**config.mk**
```make
export PLATFORM = sky130hd
export DESIGN_NAME = uart_tx_frame_ctrl_flat
export DESIGN_NICKNAME = d
export VERILOG_FILES = /design/src/rtl/uart_pkg.sv /design/src/rtl/uart_tx_frame_ctrl_if.sv /design/src/rtl/uart_tx_frame_ctrl.sv /design/src/flat_wrapper.sv
export SDC_FILE = /design/constraint.sdc
export NUM_CORES = 1
export LEC_CHECK = 0
export ABC_AREA = 1
export CAP_MARGIN = 10
export CORE_UTILIZATION = 30
export CTS_BUF_LIST = sky130_fd_sc_hd__clkbuf_4 sky130_fd_sc_hd__clkbuf_8
export DETAILED_ROUTE_END_ITERATION = 12
export PLACE_DENSITY_LB_ADDON = 0.1
export REMOVE_ABC_BUFFERS = 1
export SYNTH_ARGS = -nofsm -noshare
export SYNTH_HDL_FRONTEND = slang
export SYNTH_SLANG_ARGS = --single-unit
```
**constraint.sdc**
```tcl
create_clock -name clk -period 1.5 [get_ports clk]
set_input_delay 0.3 -clock clk [delete_from_list [all_inputs] [get_ports clk]]
set_output_delay 0.3 -clock clk [all_outputs]
set_load 0.05 [all_outputs]
```
**src/rtl/uart_pkg.sv**
```systemverilog
// Shared UART constants: one-hot TX frame states, data-bit indices and
// parity method/enable encodings.
package uart_pkg;

  typedef enum logic [4:0] {
    INTERVAL  = 5'b0_0001,
    STARTBIT  = 5'b0_0010,
    DATABITS  = 5'b0_0100,
    PARITYBIT = 5'b0_1000,
    STOPBIT   = 5'b1_0000
  } frame_state_e;

  typedef enum logic [3:0] {
    BIT0 = 4'd0,
    BIT1 = 4'd1,
    BIT2 = 4'd2,
    BIT3 = 4'd3,
    BIT4 = 4'd4,
    BIT5 = 4'd5,
    BIT6 = 4'd6,
    BIT7 = 4'd7
  } bit_index_e;

  typedef enum logic {
    EVEN = 1'b0,
    ODD  = 1'b1
  } parity_method_e;

  typedef enum logic {
    DISABLE = 1'b0,
    ENABLE  = 1'b1
  } parity_enable_e;

endpackage

```
**src/rtl/uart_tx_frame_ctrl_if.sv**
```systemverilog
// Host-side byte handshake into the TX frame sequencer, with the per-byte
// parity controls that travel alongside the data.
interface uart_tx_frame_ctrl_if;
  logic       TxValid_i;
  logic [7:0] TxData_i;
  logic       TxReady_o;
  logic       ParityEnable_i;
  logic       ParityMethod_i;

  modport master (
    output TxValid_i,
    output TxData_i,
    output ParityEnable_i,
    output ParityMethod_i,
    input  TxReady_o
  );

  modport slave (
    input  TxValid_i,
    input  TxData_i,
    input  ParityEnable_i,
    input  ParityMethod_i,
    output TxReady_o
  );
endinterface

```
**src/rtl/uart_tx_frame_ctrl.sv**
```systemverilog
// UART transmit frame sequencer: start, 8 data bits LSB first, optional parity, STOP_BITS stop bits.
// Optional line-break generation is built when UART_TX_BREAK_EN is defined.
module uart_tx_frame_ctrl
  import uart_pkg::*;
#(
  parameter int STOP_BITS = 1  // 1 or 2
) (
  input  logic                 clk,
  input  logic                 rst,
  uart_tx_frame_ctrl_if.slave  tx_bus,
  input  logic                 p_BaudSig_i,
`ifdef UART_TX_BREAK_EN
  input  logic                 BreakReq_i,
`endif
  input  logic                 ParityResult_i,
  output logic                 ParityMethod_o,
  output logic [4:0]           State_o,
  output logic [3:0]           BitCounter_o,
  output logic [7:0]           ShiftData_o,
  output logic                 Tx_o,
  output logic                 Busy_o,
  output logic                 TxDone_o
);

  localparam logic STOP_LAST = 1'(STOP_BITS - 1);

  frame_state_e state_q, state_d;
  logic [3:0]   bit_cnt_q, bit_cnt_d;
  logic         stop_cnt_q, stop_cnt_d;
  logic [7:0]   data_q, data_d;
  logic         par_en_q, par_en_d;
  logic         par_meth_q, par_meth_d;
  logic         pending_q, pending_d;
  logic         tx_q, tx_d;
  logic         busy_q, busy_d;
  logic         done_q, done_d;
  logic         brk_q, brk_d;
  logic         xfer;

  // Ready comes from registered state only, so it never depends on TxValid_i.
  assign tx_bus.TxReady_o = (state_q == INTERVAL) && !pending_q && !brk_q;
  assign xfer             = tx_bus.TxValid_i && tx_bus.TxReady_o;

  assign State_o        = state_q;
  assign BitCounter_o   = bit_cnt_q;
  assign ShiftData_o    = data_q;
  assign ParityMethod_o = par_meth_q;
  assign Tx_o           = tx_q;
  assign Busy_o         = busy_q;
  assign TxDone_o       = done_q;

  always_ff @(posedge clk) begin
    if (!rst) begin
      state_q    <= INTERVAL;
      bit_cnt_q  <= BIT0;
      stop_cnt_q <= 1'b0;
      data_q     <= 8'h00;
      par_en_q   <= DISABLE;
      par_meth_q <= EVEN;
      pending_q  <= 1'b0;
      tx_q       <= 1'b1;
      busy_q     <= 1'b0;
      done_q     <= 1'b0;
      brk_q      <= 1'b0;
    end else begin
      state_q    <= state_d;
      bit_cnt_q  <= bit_cnt_d;
      stop_cnt_q <= stop_cnt_d;
      data_q     <= data_d;
      par_en_q   <= par_en_d;
      par_meth_q <= par_meth_d;
      pending_q  <= pending_d;
      tx_q       <= tx_d;
      busy_q     <= busy_d;
      done_q     <= done_d;
      brk_q      <= brk_d;
    end
  end

  always_comb begin
    state_d    = state_q;
    bit_cnt_d  = bit_cnt_q;
    stop_cnt_d = stop_cnt_q;
    data_d     = data_q;
    par_en_d   = par_en_q;
    par_meth_d = par_meth_q;
    pending_d  = pending_q;
    tx_d       = tx_q;
    busy_d     = busy_q;
    done_d     = 1'b0;
    brk_d      = brk_q;

    // The byte is held unshifted until the next accept so the parity generator sees stable data.
    if (xfer) begin
      data_d     = tx_bus.TxData_i;
      par_en_d   = tx_bus.ParityEnable_i;
      par_meth_d = tx_bus.ParityMethod_i;
      pending_d  = 1'b1;
      busy_d     = 1'b1;
    end

`ifdef UART_TX_BREAK_EN
    if ((state_q == INTERVAL) && !pending_q && !xfer) begin
      brk_d = BreakReq_i;
      tx_d  = !BreakReq_i;
    end
`endif

    if (p_BaudSig_i) begin
      case (state_q)
        INTERVAL: begin
          if (pending_q) begin
            state_d   = STARTBIT;
            tx_d      = 1'b0;
            pending_d = 1'b0;
            bit_cnt_d = BIT0;
          end
        end
        STARTBIT: begin
          state_d   = DATABITS;
          bit_cnt_d = BIT0;
          tx_d      = data_q[0];
        end
        DATABITS: begin
          if (bit_cnt_q != BIT7) begin
            bit_cnt_d = bit_cnt_q + 4'd1;
            tx_d      = data_q[bit_cnt_q[2:0] + 3'd1];
          end else begin
            bit_cnt_d = BIT0;
            if (par_en_q) begin
              state_d = PARITYBIT;
              tx_d    = ParityResult_i;
            end else begin
              state_d    = STOPBIT;
              tx_d       = 1'b1;
              stop_cnt_d = 1'b0;
            end
          end
        end
        PARITYBIT: begin
          state_d    = STOPBIT;
          tx_d       = 1'b1;
          stop_cnt_d = 1'b0;
        end
        STOPBIT: begin
          if (stop_cnt_q == STOP_LAST) begin
            state_d = INTERVAL;
            tx_d    = 1'b1;
            busy_d  = 1'b0;
            done_d  = 1'b1;
          end else begin
            stop_cnt_d = stop_cnt_q + 1'b1;
          end
        end
        default: begin
          state_d   = INTERVAL;
          bit_cnt_d = BIT0;
          tx_d      = 1'b1;
        end
      endcase
    end
  end

endmodule

```
**src/flat_wrapper.sv**
```systemverilog
// flat-port wrapper written by rule: the top's interface ports become plain ports
module uart_tx_frame_ctrl_flat import uart_pkg::*;
#(
  parameter int STOP_BITS = 1           
)
  (clk, rst, p_BaudSig_i, ParityResult_i, ParityMethod_o, State_o, BitCounter_o, ShiftData_o, Tx_o, Busy_o, TxDone_o, tx_bus_TxValid_i, tx_bus_TxData_i, tx_bus_ParityEnable_i, tx_bus_ParityMethod_i, tx_bus_TxReady_o);
  uart_tx_frame_ctrl_if tx_bus_i ();
  input  logic clk;
  input  logic rst;
  input  logic p_BaudSig_i;
  input  logic ParityResult_i;
  output logic ParityMethod_o;
  output logic [4:0] State_o;
  output logic [3:0] BitCounter_o;
  output logic [7:0] ShiftData_o;
  output logic Tx_o;
  output logic Busy_o;
  output logic TxDone_o;
  input wire logic [$bits(tx_bus_i.TxValid_i)-1:0] tx_bus_TxValid_i;
  input wire logic [$bits(tx_bus_i.TxData_i)-1:0] tx_bus_TxData_i;
  input wire logic [$bits(tx_bus_i.ParityEnable_i)-1:0] tx_bus_ParityEnable_i;
  input wire logic [$bits(tx_bus_i.ParityMethod_i)-1:0] tx_bus_ParityMethod_i;
  output wire logic [$bits(tx_bus_i.TxReady_o)-1:0] tx_bus_TxReady_o;
  assign tx_bus_i.TxValid_i = tx_bus_TxValid_i;
  assign tx_bus_i.TxData_i = tx_bus_TxData_i;
  assign tx_bus_i.ParityEnable_i = tx_bus_ParityEnable_i;
  assign tx_bus_i.ParityMethod_i = tx_bus_ParityMethod_i;
  assign tx_bus_TxReady_o = tx_bus_i.TxReady_o;
  uart_tx_frame_ctrl #(.STOP_BITS(STOP_BITS)) u_core (.clk(clk), .rst(rst), .tx_bus(tx_bus_i), .p_BaudSig_i(p_BaudSig_i), .ParityResult_i(ParityResult_i), .ParityMethod_o(ParityMethod_o), .State_o(State_o), .BitCounter_o(BitCounter_o), .ShiftData_o(ShiftData_o), .Tx_o(Tx_o), .Busy_o(Busy_o), .TxDone_o(TxDone_o));
endmodule
```
==> impl_metrics.json <==
{
  "num_io_pins": 37,
  "core_area_sq_um": 3720,
  "most_repeated_cell_in_the_gate_level_netlist_after_synthesis": "nand2_1",
  "synthesis.yosys.warnings": 0,
  "portBuffers": 36,
  "routed-via-count": 1222,
  "mappedNetlistArea_sq_um": 1180,
  "crit_type": "reg -> out",
  "status": "completed",
  "clock-sinks": 23,
  "seq_power_share_pct": 25.4,
  "synth.top_cell.area_share_pct": 39.1,
  "net-switching-power_mw": 2.06,
  "ys_async_sr_fraction_pct": 0,
  "die_h_um": 64.7,
  "seq_area_frac_synth_pct": 39.1,
  "dp.cells": 256,
  "final_hold_viol_count": 0,
  "grt_usage_pct": 16.1,
  "inserted_diodes": 0,
  "antenna_left": 0,
  "category_of_the_worst_setup_path_launch_point": "register",
  "initial_core_util_pct": 31.7,
  "cts_made_buffers": 3,
  "die-area_sq_um": 4180,
  "grt_pass1_vias": 1172,
  "synth-seq-cells": 23,
  "first_drt_pass_iteration_count": 4,
  "synth_common_cells": "28 x nand2_1, 25 x nor2_1, 23 x dfxtp_1, 13 x nand3_1, 12 x inv_1",
  "share_comb_of_total_power_pct": 65.5,
  "drt-total-wl_mm": 2.99,
  "grt_start_max_net_pins": 15,
  "cts-htree-levels": 1,
  "maxCapViolCount": 0,
  "fin_worst_skew_ns": 0.00172,
  "final_cell_count_no_fill": 261,
  "synth.lib_cells_used.distinct": 28,
  "global_route.overflow_total": 0,
  "max-slew-margin-rel_pct": 78.9,
  "clockRootBuffer": "clkbuf_8",
  "syn_avg_cell_area_sq_um": 7.23,
  "fin_util_pct": 52.8,
  "power.share.switching_pct": 47.6,
  "post-synth-top-area-cell": "dfxtp_1",
  "placed_cell_area_sq_um": 1890,
  "worst_ep_arrival_time_ns": 1.14,
  "nets": 230,
  "final-setup-viol-count": 0,
  "worstHoldPathType": "reg -> reg",
  "post-route-drc-count": 0,
  "final_period_minus_worst_setup_slack_ns": 1.44,
  "pwr_density_cell_nw_per_um2": 2210,
  "final.setup.tns_ns": 0,
  "detail_route.wl_per_cell_um": 11.5,
  "drive_above_1_share_pct": 31.5,
  "floorplan.rows": 22,
  "clock_tree.buffer_depth": 2,
  "initial_drc_count": 46,
  "crit_fanout": 3,
  "worst_setup_hold_path_clk_slew_ns": 0.09,
  "number_of_enable_type_register_cells_in_the_synthesized_netlist": 0,
  "period_share_pct": 95.9,
  "ir_drop_uv": 1290,
  "required_ns": 1.20,
  "detailedPlacementHpwl_mm": 2.36,
  "p_clk_share_pct": 9.2,
  "antenna_violations_before_repair": 0,
  "cp-end-kind": "primary output",
  "fmax_mhz": 695,
  "maxSlewViolCount": 0,
  "gp_congestion": 0.828,
  "tritoncts": "yes",
  "syn2layout_area_growth_pct": 66.5,
  "clkLatencyLatePin_ns": 0.27,
  "num-fill-cells": 354,
  "route.detailed.vias_per_inst": 4.68,
  "post_synth_main_area_contributors": "dfxtp_1 39%, nand2_1 8.9%, nor2_1 8.0%",
  "first_pass_grt_wire_length_mm": 5.26,
  "intPower_mw": 2.27,
  "power_leakage_nw": 0.813,
  "die_width_um": 64.7,
  "worst_max_slew_pin_slew_ns": 0.316,
  "synth_top_flop_cell": "dfxtp_1",
  "post_synth_inst_count": 163,
  "final_design_area_no_fill_sq_um": 1960
}
[routing by layer]
metal	share of wire, %	GRT usage (%)	up-vias	wire (um)
met5	0	0	-	0
met4	0.90	5.00	0	27
met3	5.2	3.70	4	157
met2	48	28.3	32	1440
met1	46	19.3	560	1360
li1	-	-	626	-
[registers in the layout, indices dropped and copies added, names as in the netlist]
| name | count |
|---|---|
| u_core.ShiftData_o | 8 |
| u_core.State_o | 5 |
| u_core.pending_q | 1 |
| u_core.ParityMethod_o | 1 |
| u_core.Tx_o | 1 |
| u_core.BitCounter_o | 4 |
| u_core.Busy_o | 1 |
| u_core.par_en_q | 1 |
| u_core.TxDone_o | 1 |
[what timing repair did]
item                       in CTS  in global routing
setup endpoints to repair       1                  4
setup buffers                   0                  1
pin swaps                       0                  1
gates resized for setup         1                  6
hold buffers                    0                  0
[stage by stage]
stage | power (mW) | hold WS, ns | worst slack (ns)
after floorplan | 2.61 | 0.385 | -0.293
after global placement | 3.89 | 0.497 | 0.0882
after detailed placement | 3.91 | 0.510 | 0.0518
after CTS | 4.32 | 0.527 | 0.00407
after global routing | 4.59 | 0.558 | -0.00199
final | 4.33 | 0.524 | 0.0609
[cells by family after synthesis]
kind of cell | Yosys count | synth area share [%]
AOI/OAI and AO/OA | 28 | 12.7
xor gates and xnor gates | 1 | 0.743
adders and majority gates | 1 | 1.06
buffers and inverters | 23 | 8.39
DFF | 23 | 39.1
and+or+nand+nor | 87 | 38.0
[critical path, cell delays in order (launching register included)]
cell	delay [ns]
dfxtp_1	0.35
nor2_4	0.16
nand4_4	0.14
inv_4	0.09
buf_12	0.13
[worst paths after layout]
| kind | cells after the start | slack, ns | start | to |
|---|---|---|---|---|
| max | 4 | 0.06 | u_core.State_o[3] | tx_bus_TxReady_o |
| min | 2 | 0.52 | u_core.ParityMethod_o | u_core.ParityMethod_o |
| max reg2reg | 8 | 0.10 | u_core.State_o[0] | u_core.BitCounter_o[1] |
| min reg2reg | 2 | 0.52 | u_core.ParityMethod_o | u_core.ParityMethod_o |
[placed cells by master, fill, tap and decap left out, types with 4 or more instances in the layout]
| cell type | synthesis | layout |
|---|---|---|
| o21ai_0 | 6 | 6 |
| nand2_1 | 28 | 28 |
| a21oi_1 | 10 | 10 |
| dfxtp_1 | 23 | 20 |
| buf_12 | 0 | 22 |
| nor2_1 | 25 | 25 |
| inv_1 | 12 | 12 |
| nand3_1 | 13 | 13 |
| nand2_2 | 4 | 4 |
| nor2_4 | 5 | 6 |
| inv_2 | 5 | 4 |
| o21ai_1 | 8 | 8 |
| buf_4 | 0 | 13 |
| clkdlybuf4s50_1 | 0 | 14 |
[power groups by stage]
stage	clock [mW]	combinational [mW]	sequential, mW
2_1_floorplan	0	0.997	1.61
3_3_place_gp	0	2.80	1.09
3_5_place_dp	0	2.82	1.09
4_1_cts	0.406	2.82	1.09
5_1_grt	0.425	3.03	1.14
6_report	0.396	2.83	1.10
[cell type report]
class / count / area (sq um) / area share [%]
well taps: 48 / 60.1 / 3.06
inverters: 20 / 81.3 / 4.15
clock inverters: 1 / 5.00 / 0.255
flip-flops and latches: 23 / 467 / 23.8
multi-input cells: 117 / 629 / 32.1
repair buffers: 49 / 678 / 34.6
clock buffers: 3 / 41.3 / 2.10
Power figures use the tool's default switching activity.
